[config.mk]
export PLATFORM = sky130hd
export DESIGN_NAME = ram_bist_ctrl
export DESIGN_NICKNAME = d
export VERILOG_FILES = /design/src/rtl/ram_bist_pkg.sv /design/src/rtl/ram_bist_pattern.sv /design/src/rtl/ram_bist_ctrl.sv
export SDC_FILE = /design/constraint.sdc
export NUM_CORES = 1
export LEC_CHECK = 0
export BUFFER_PORTS_ARGS = -buffer_cell sky130_fd_sc_hd__buf_2
export CORE_MARGIN = 3
export CORE_UTILIZATION = 54
export DETAILED_ROUTE_END_ITERATION = 10
export PLACE_DENSITY = 0.85
export SLEW_MARGIN = 10
export SYNTH_ARGS = -nofsm -noshare
export SYNTH_HDL_FRONTEND = slang
export SYNTH_SLANG_ARGS = --single-unit
[constraint.sdc]
create_clock -name clk -period 2.4 [get_ports clk]
set_input_delay 0.36 -clock clk [delete_from_list [all_inputs] [get_ports clk]]
set_output_delay 0.36 -clock clk [all_outputs]
set_load 0.05 [all_outputs]
[src/rtl/ram_bist_pkg.sv]
// Shared types and helpers for the RAM BIST controller.
package ram_bist_pkg;

  localparam int unsigned ADDR_W_DEF    = 10;
  localparam int unsigned DATA_W_DEF    = 8;
  localparam int unsigned MEM_DEPTH_DEF = 1024;
  localparam int unsigned ERR_W_DEF     = 11;

  typedef enum logic [2:0] {
    ST_IDLE      = 3'd0,
    ST_WR_SETUP  = 3'd1,
    ST_WR_STROBE = 3'd2,
    ST_RD_ADDR   = 3'd3,
    ST_RD_CMP    = 3'd4,
    ST_DONE      = 3'd5
  } bist_state_e;

  // Test pattern: twice the address, optionally inverted; callers truncate to DATA_W.
  function automatic logic [31:0] pat(input logic [31:0] addr, input logic inv);
    logic [31:0] p;
    p = addr << 1;
    return inv ? ~p : p;
  endfunction

endpackage

[src/rtl/ram_bist_pattern.sv]
// Combinational pattern generator used by both the write and compare paths.
module ram_bist_pattern
  import ram_bist_pkg::*;
#(
  parameter int unsigned ADDR_W = ADDR_W_DEF,
  parameter int unsigned DATA_W = DATA_W_DEF
) (
  input  logic [ADDR_W-1:0] addr_i,
  input  logic              inv_i,
  output logic [DATA_W-1:0] pat_c_o
);

  // Truncation to DATA_W implements the mod 2^DATA_W.
  always_comb begin
    pat_c_o = DATA_W'(pat(32'(addr_i), inv_i));
  end

endmodule

[src/rtl/ram_bist_ctrl.sv]
// RAM BIST controller: writes pat(a) to every word, reads back and compares.
// Optional macro RAM_BIST_PATTERN_SEL_EN adds pattern_sel for the inverted pattern.
module ram_bist_ctrl
  import ram_bist_pkg::*;
#(
  parameter int unsigned ADDR_W    = ADDR_W_DEF,
  parameter int unsigned DATA_W    = DATA_W_DEF,
  parameter int unsigned MEM_DEPTH = MEM_DEPTH_DEF,
  parameter int unsigned ERR_W     = ERR_W_DEF
) (
  input  logic              clk,
  input  logic              rst,
  input  logic              start,
`ifdef RAM_BIST_PATTERN_SEL_EN
  input  logic              pattern_sel,
`endif
  output logic              busy,
  output logic              done,
  output logic              pass,
  output logic [ERR_W-1:0]  error_cnt,
  output logic              first_err_vld,
  output logic [ADDR_W-1:0] first_err_addr,
  output logic [ADDR_W-1:0] mem_addr,
  output logic [DATA_W-1:0] mem_wdata,
  output logic              mem_wr,
  output logic              mem_cs,
  input  logic [DATA_W-1:0] mem_rdata
);

  localparam logic [ADDR_W-1:0] LAST_ADDR = ADDR_W'(MEM_DEPTH - 1);

  bist_state_e       state_q;
  logic [ADDR_W-1:0] counter_q, counter_d;
  logic              busy_q, done_q, pass_q, wr_q, cs_q;
  logic [ERR_W-1:0]  err_cnt_q;
  logic              fev_q;
  logic [ADDR_W-1:0] fea_q;
  logic [DATA_W-1:0] wdata_q;
  logic              pat_inv_q, pat_inv_d;
  logic [DATA_W-1:0] wr_pat, cmp_pat;
  logic              last_addr, mismatch;

  assign last_addr = (counter_q == LAST_ADDR);
  assign mismatch  = (mem_rdata != cmp_pat);

`ifdef RAM_BIST_PATTERN_SEL_EN
  // Pattern polarity is captured with an accepted start and held for the run.
  always_comb begin
    pat_inv_d = pat_inv_q;
    if (state_q == ST_IDLE && start) pat_inv_d = pattern_sel;
  end

  // Pattern polarity register.
  always_ff @(posedge clk or posedge rst) begin
    if (rst) pat_inv_q <= 1'b0;
    else     pat_inv_q <= pat_inv_d;
  end
`else
  assign pat_inv_d = 1'b0;
  assign pat_inv_q = 1'b0;
`endif

  // Next address counter value; the write pattern is looked up from it so
  // mem_wdata is already valid when WR_SETUP is entered.
  always_comb begin
    counter_d = counter_q;
    case (state_q)
      ST_IDLE:      if (start) counter_d = '0;
      ST_WR_STROBE: counter_d = last_addr ? '0 : counter_q + ADDR_W'(1);
      ST_RD_CMP:    if (!last_addr) counter_d = counter_q + ADDR_W'(1);
      default:      counter_d = counter_q;
    endcase
  end

  ram_bist_pattern #(.ADDR_W(ADDR_W), .DATA_W(DATA_W)) u_wr_pat (
    .addr_i  (counter_d),
    .inv_i   (pat_inv_d),
    .pat_c_o (wr_pat)
  );

  ram_bist_pattern #(.ADDR_W(ADDR_W), .DATA_W(DATA_W)) u_cmp_pat (
    .addr_i  (counter_q),
    .inv_i   (pat_inv_q),
    .pat_c_o (cmp_pat)
  );

  // Sequencer with registered outputs; reset aborts a run and drops mem_wr at once.
  always_ff @(posedge clk or posedge rst) begin
    if (rst) begin
      state_q   <= ST_IDLE;
      counter_q <= '0;
      busy_q    <= 1'b0;
      done_q    <= 1'b0;
      pass_q    <= 1'b0;
      err_cnt_q <= '0;
      fev_q     <= 1'b0;
      fea_q     <= '0;
      wdata_q   <= '0;
      wr_q      <= 1'b0;
      cs_q      <= 1'b0;
    end else begin
      counter_q <= counter_d;
      case (state_q)
        ST_IDLE: begin
          wr_q <= 1'b0;
          cs_q <= 1'b0;
          if (start) begin
            state_q   <= ST_WR_SETUP;
            busy_q    <= 1'b1;
            done_q    <= 1'b0;
            pass_q    <= 1'b0;
            err_cnt_q <= '0;
            fev_q     <= 1'b0;
            fea_q     <= '0;
            cs_q      <= 1'b1;
            wdata_q   <= wr_pat;
          end
        end
        ST_WR_SETUP: begin
          wr_q    <= 1'b1;
          state_q <= ST_WR_STROBE;
        end
        ST_WR_STROBE: begin
          wr_q <= 1'b0;
          if (last_addr) begin
            state_q <= ST_RD_ADDR;
          end else begin
            state_q <= ST_WR_SETUP;
            wdata_q <= wr_pat;
          end
        end
        ST_RD_ADDR: begin
          state_q <= ST_RD_CMP;
        end
        ST_RD_CMP: begin
          if (mismatch) begin
            if (err_cnt_q != '1) err_cnt_q <= err_cnt_q + ERR_W'(1);
            if (!fev_q) begin
              fev_q <= 1'b1;
              fea_q <= counter_q;
            end
          end
          if (last_addr) begin
            state_q <= ST_DONE;
            busy_q  <= 1'b0;
            cs_q    <= 1'b0;
          end else begin
            state_q <= ST_RD_ADDR;
          end
        end
        ST_DONE: begin
          done_q  <= 1'b1;
          pass_q  <= (err_cnt_q == '0);
          state_q <= ST_IDLE;
        end
        default: state_q <= ST_IDLE;
      endcase
    end
  end

  assign busy           = busy_q;
  assign done           = done_q;
  assign pass           = pass_q;
  assign error_cnt      = err_cnt_q;
  assign first_err_vld  = fev_q;
  assign first_err_addr = fea_q;
  assign mem_addr       = counter_q;
  assign mem_wdata      = wdata_q;
  assign mem_wr         = wr_q;
  assign mem_cs         = cs_q;

endmodule

==> reports/qor.yml <==
yosys:
  synth.cell_area_um2: 2576
  synth_edf_count: 0
  syn_nets: 284
  synth_warnings: 0
  synth-seq-area-share_pct: 45.65
  synth_top_cells_by_count: "47 x dfrtp_1, 46 x nand2_1, 17 x nor2_1"
  ys_ff_latch: 47
  synth_area_leaders: "dfrtp_1 46%, nand2_1 6.7%, mux2i_1 3.1%"
  synth_top_area_cell: "dfrtp_1"
  synth_top_area_share_pct: 45.65
  ys_types: 54
  dominantRegCellSynth: "dfrtp_1"
  avgSynthCellArea_um2: 9.577
  async_flop_share_pct: 100.0
  synth_most_common_cell: "dfrtp_1"
  synth_cells: 269
sta:
  finalSetupTns_ps: 0
  period_needed_ps: 2180
  post-route-period-util_pct: 90.84
  rsz0062_at_grt: "false"
  tightest_slew_ps: 1029
  max_slew_margin_pct: 31.27
  drv_slew: 0
  hold_viol: 0
  setup_viol: 0
  fin_worst_skew_ps: 9.027
  fmax_ghz: 0.4587
clocking:
  cts_tree: "done"
  cts_buffers: 5
  cts_setup_buffers: 0
  ctsResizeCount: 0
  clock_latency_ps: 300
  htreeDepth: 2
  cts-root-buf: "clkbuf_8"
  cts_buffer_depth: 2
  clk_pin_slew_worst_paths_ps: 80
  clock-sinks: 47
  hold_buffers: 0
drt:
  drt-total-wl_um: 5775
  drt_first_pass_iters: 4
  drc: 0
  num_vias: 2199
  detail_route.wl_per_cell_um: 15.36
  drt_iter0_drc: 241
  viasPerCell: 5.848
  ant_nets: 0
worst_setup_path:
  start_kind: "register"
  reg2regPathDepth: 7
  crit_required_ps: 2590
  worstSetupEndpointType: "register"
  cp_data_arrival_time_ps: 2370
  path_max_fanout: 7
  criticalPathCategory: "register to register"
cells_and_area:
  area_growth_pct: 15.10
  drive_above_1_share_pct: 28.09
  fin_util_pct: 66.28
  num-nets-final: 340
  stdcell_area_um2: 2965
  fill_cells: 347
  diodes: 0
grt:
  grt_pass1_wl_um: 9501
  grt_pass1_vias: 1997
  groute.usage.overall_pct: 21.97
  antenna_found_initial: 0
  grt_overflow_total: 0
  grt_max_degree: 27
power_and_ir_drop:
  p_clk_share_pct: 15.2
  power.density_nw_per_um2: 982.5
  p_leak_uw: 0.001531
  power_uw: 2914
  switching_power_uw: 1355
  p_sw_share_pct: 46.49
  p_seq_share_pct: 35.5
  p_comb_share_pct: 49.3
  worst_ir_drop_vdd_mv: 0.8005
  internal_power_uw: 1559
flow_run:
  cap_violations: 0
die:
  die_h_um: 75.07
  die_x_um: 75.07
  die_area_um2: 5636
  coreArea_um2: 4474
  start_util_pct: 57.58
  ios: 56
  rows: 24
placed_design:
  placed_area_um2: 2893
  portBuffers: 54
  gp_congestion: 0.8869
  dp_hpwl_um: 4137
run_status:
  status: "finished clean"
hold_path:
  hp-class: "input port to asynchronous set/reset pin"
final timing paths:
| kind | from | end | slack, ps |
|---|---|---|---|
| worst max-delay path | mem_addr[0] | mem_wdata[1] | 220 |
| min in group clk | mem_wdata[5] | mem_wdata[5] | 500 |
| worst min-delay path | rst | first_err_vld | 60 |
| worst min register to register | mem_wdata[5] | mem_wdata[5] | 500 |
| max in group asynchronous | rst | first_err_addr[9] | 1620 |
| worst max register to register | mem_addr[0] | mem_wdata[1] | 220 |
registers in the layout, indices dropped and copies added (netlist names), 3 cells and up:
signal          cells
state_q             3
error_cnt          11
mem_addr           10
first_err_addr     10
mem_wdata           7
metal layers:
layer	global-route usage [%]	wire length, µm	vias to the layer above
met1	32.68	2744	1058
met5	0	0	-
met3	3.605	362	7
met2	32.59	2601	78
li1	-	-	1056
met4	7.115	66	0
kinds of logic (layout without fill, tap and decap cells):
kind of cell,after synthesis,in the layout,synth area share [%]
muxes,10,10,4.274
AOI/OAI and AO/OA,54,54,13.45
adders and majority gates,4,4,1.943
and+or+nand+nor,119,119,25.79
other,1,1,0.1456
buffers and inverters,23,78,5.002
xor gates and xnor gates,11,11,3.740
DFF,47,47,45.65
stage by stage:
stage | setup slack, ps | hold slack [ps] | cells
finish | 220.0 | 64.46 | 376
floorplan | 28.89 | 573.6 | 269
CTS | 243.1 | 79.53 | 376
global route | 79.04 | 93.32 | 376
detailed placement | 265.7 | 396.5 | 370
global placement | 266.3 | 393.2 | 370
final cells by class:
| cell class | instances | area (µm²) | share of cell area, % |
|---|---|---|---|
| clock buffers | 6 | 72.57 | 2.447 |
| inverters | 8 | 30.03 | 1.013 |
| multi-input cells | 199 | 1276 | 43.04 |
| flip-flops and latches | 47 | 1176 | 39.66 |
| well taps | 52 | 65.06 | 2.194 |
| repair buffers | 64 | 345.3 | 11.65 |
layout by cell type (no fill, tap or decap), types with 4 or more instances in the layout:
cell type	n
dfrtp_1	47
and3_1	5
buf_2	54
xor2_1	8
nand2_1	46
inv_1	7
o21ai_0	10
buf_4	10
a21oi_1	12
o21ai_1	10
nand3_1	10
clkbuf_8	5
nor2_1	17
nand4_1	8
mux2i_1	8
ha_1	4
critical path, stage by stage (launching register included):
cell and delay (ps):
dfrtp_1 470, ha_1 280, and3_4 250, and4_4 300, inv_1 90, ha_1 270
o221ai_1 110, mux2_4 290
power groups by stage:
stage          clock, µW  sequential (µW)  combinational [µW]
6_report             442             1030                1440
5_1_grt              483             1050                1560
4_1_cts              448             1030                1440
3_5_place_dp           0             1050                1430
3_3_place_gp           0             1040                1420
2_1_floorplan          0             1420                 726
No activity file was read; power rests on OpenSTA's default activity.
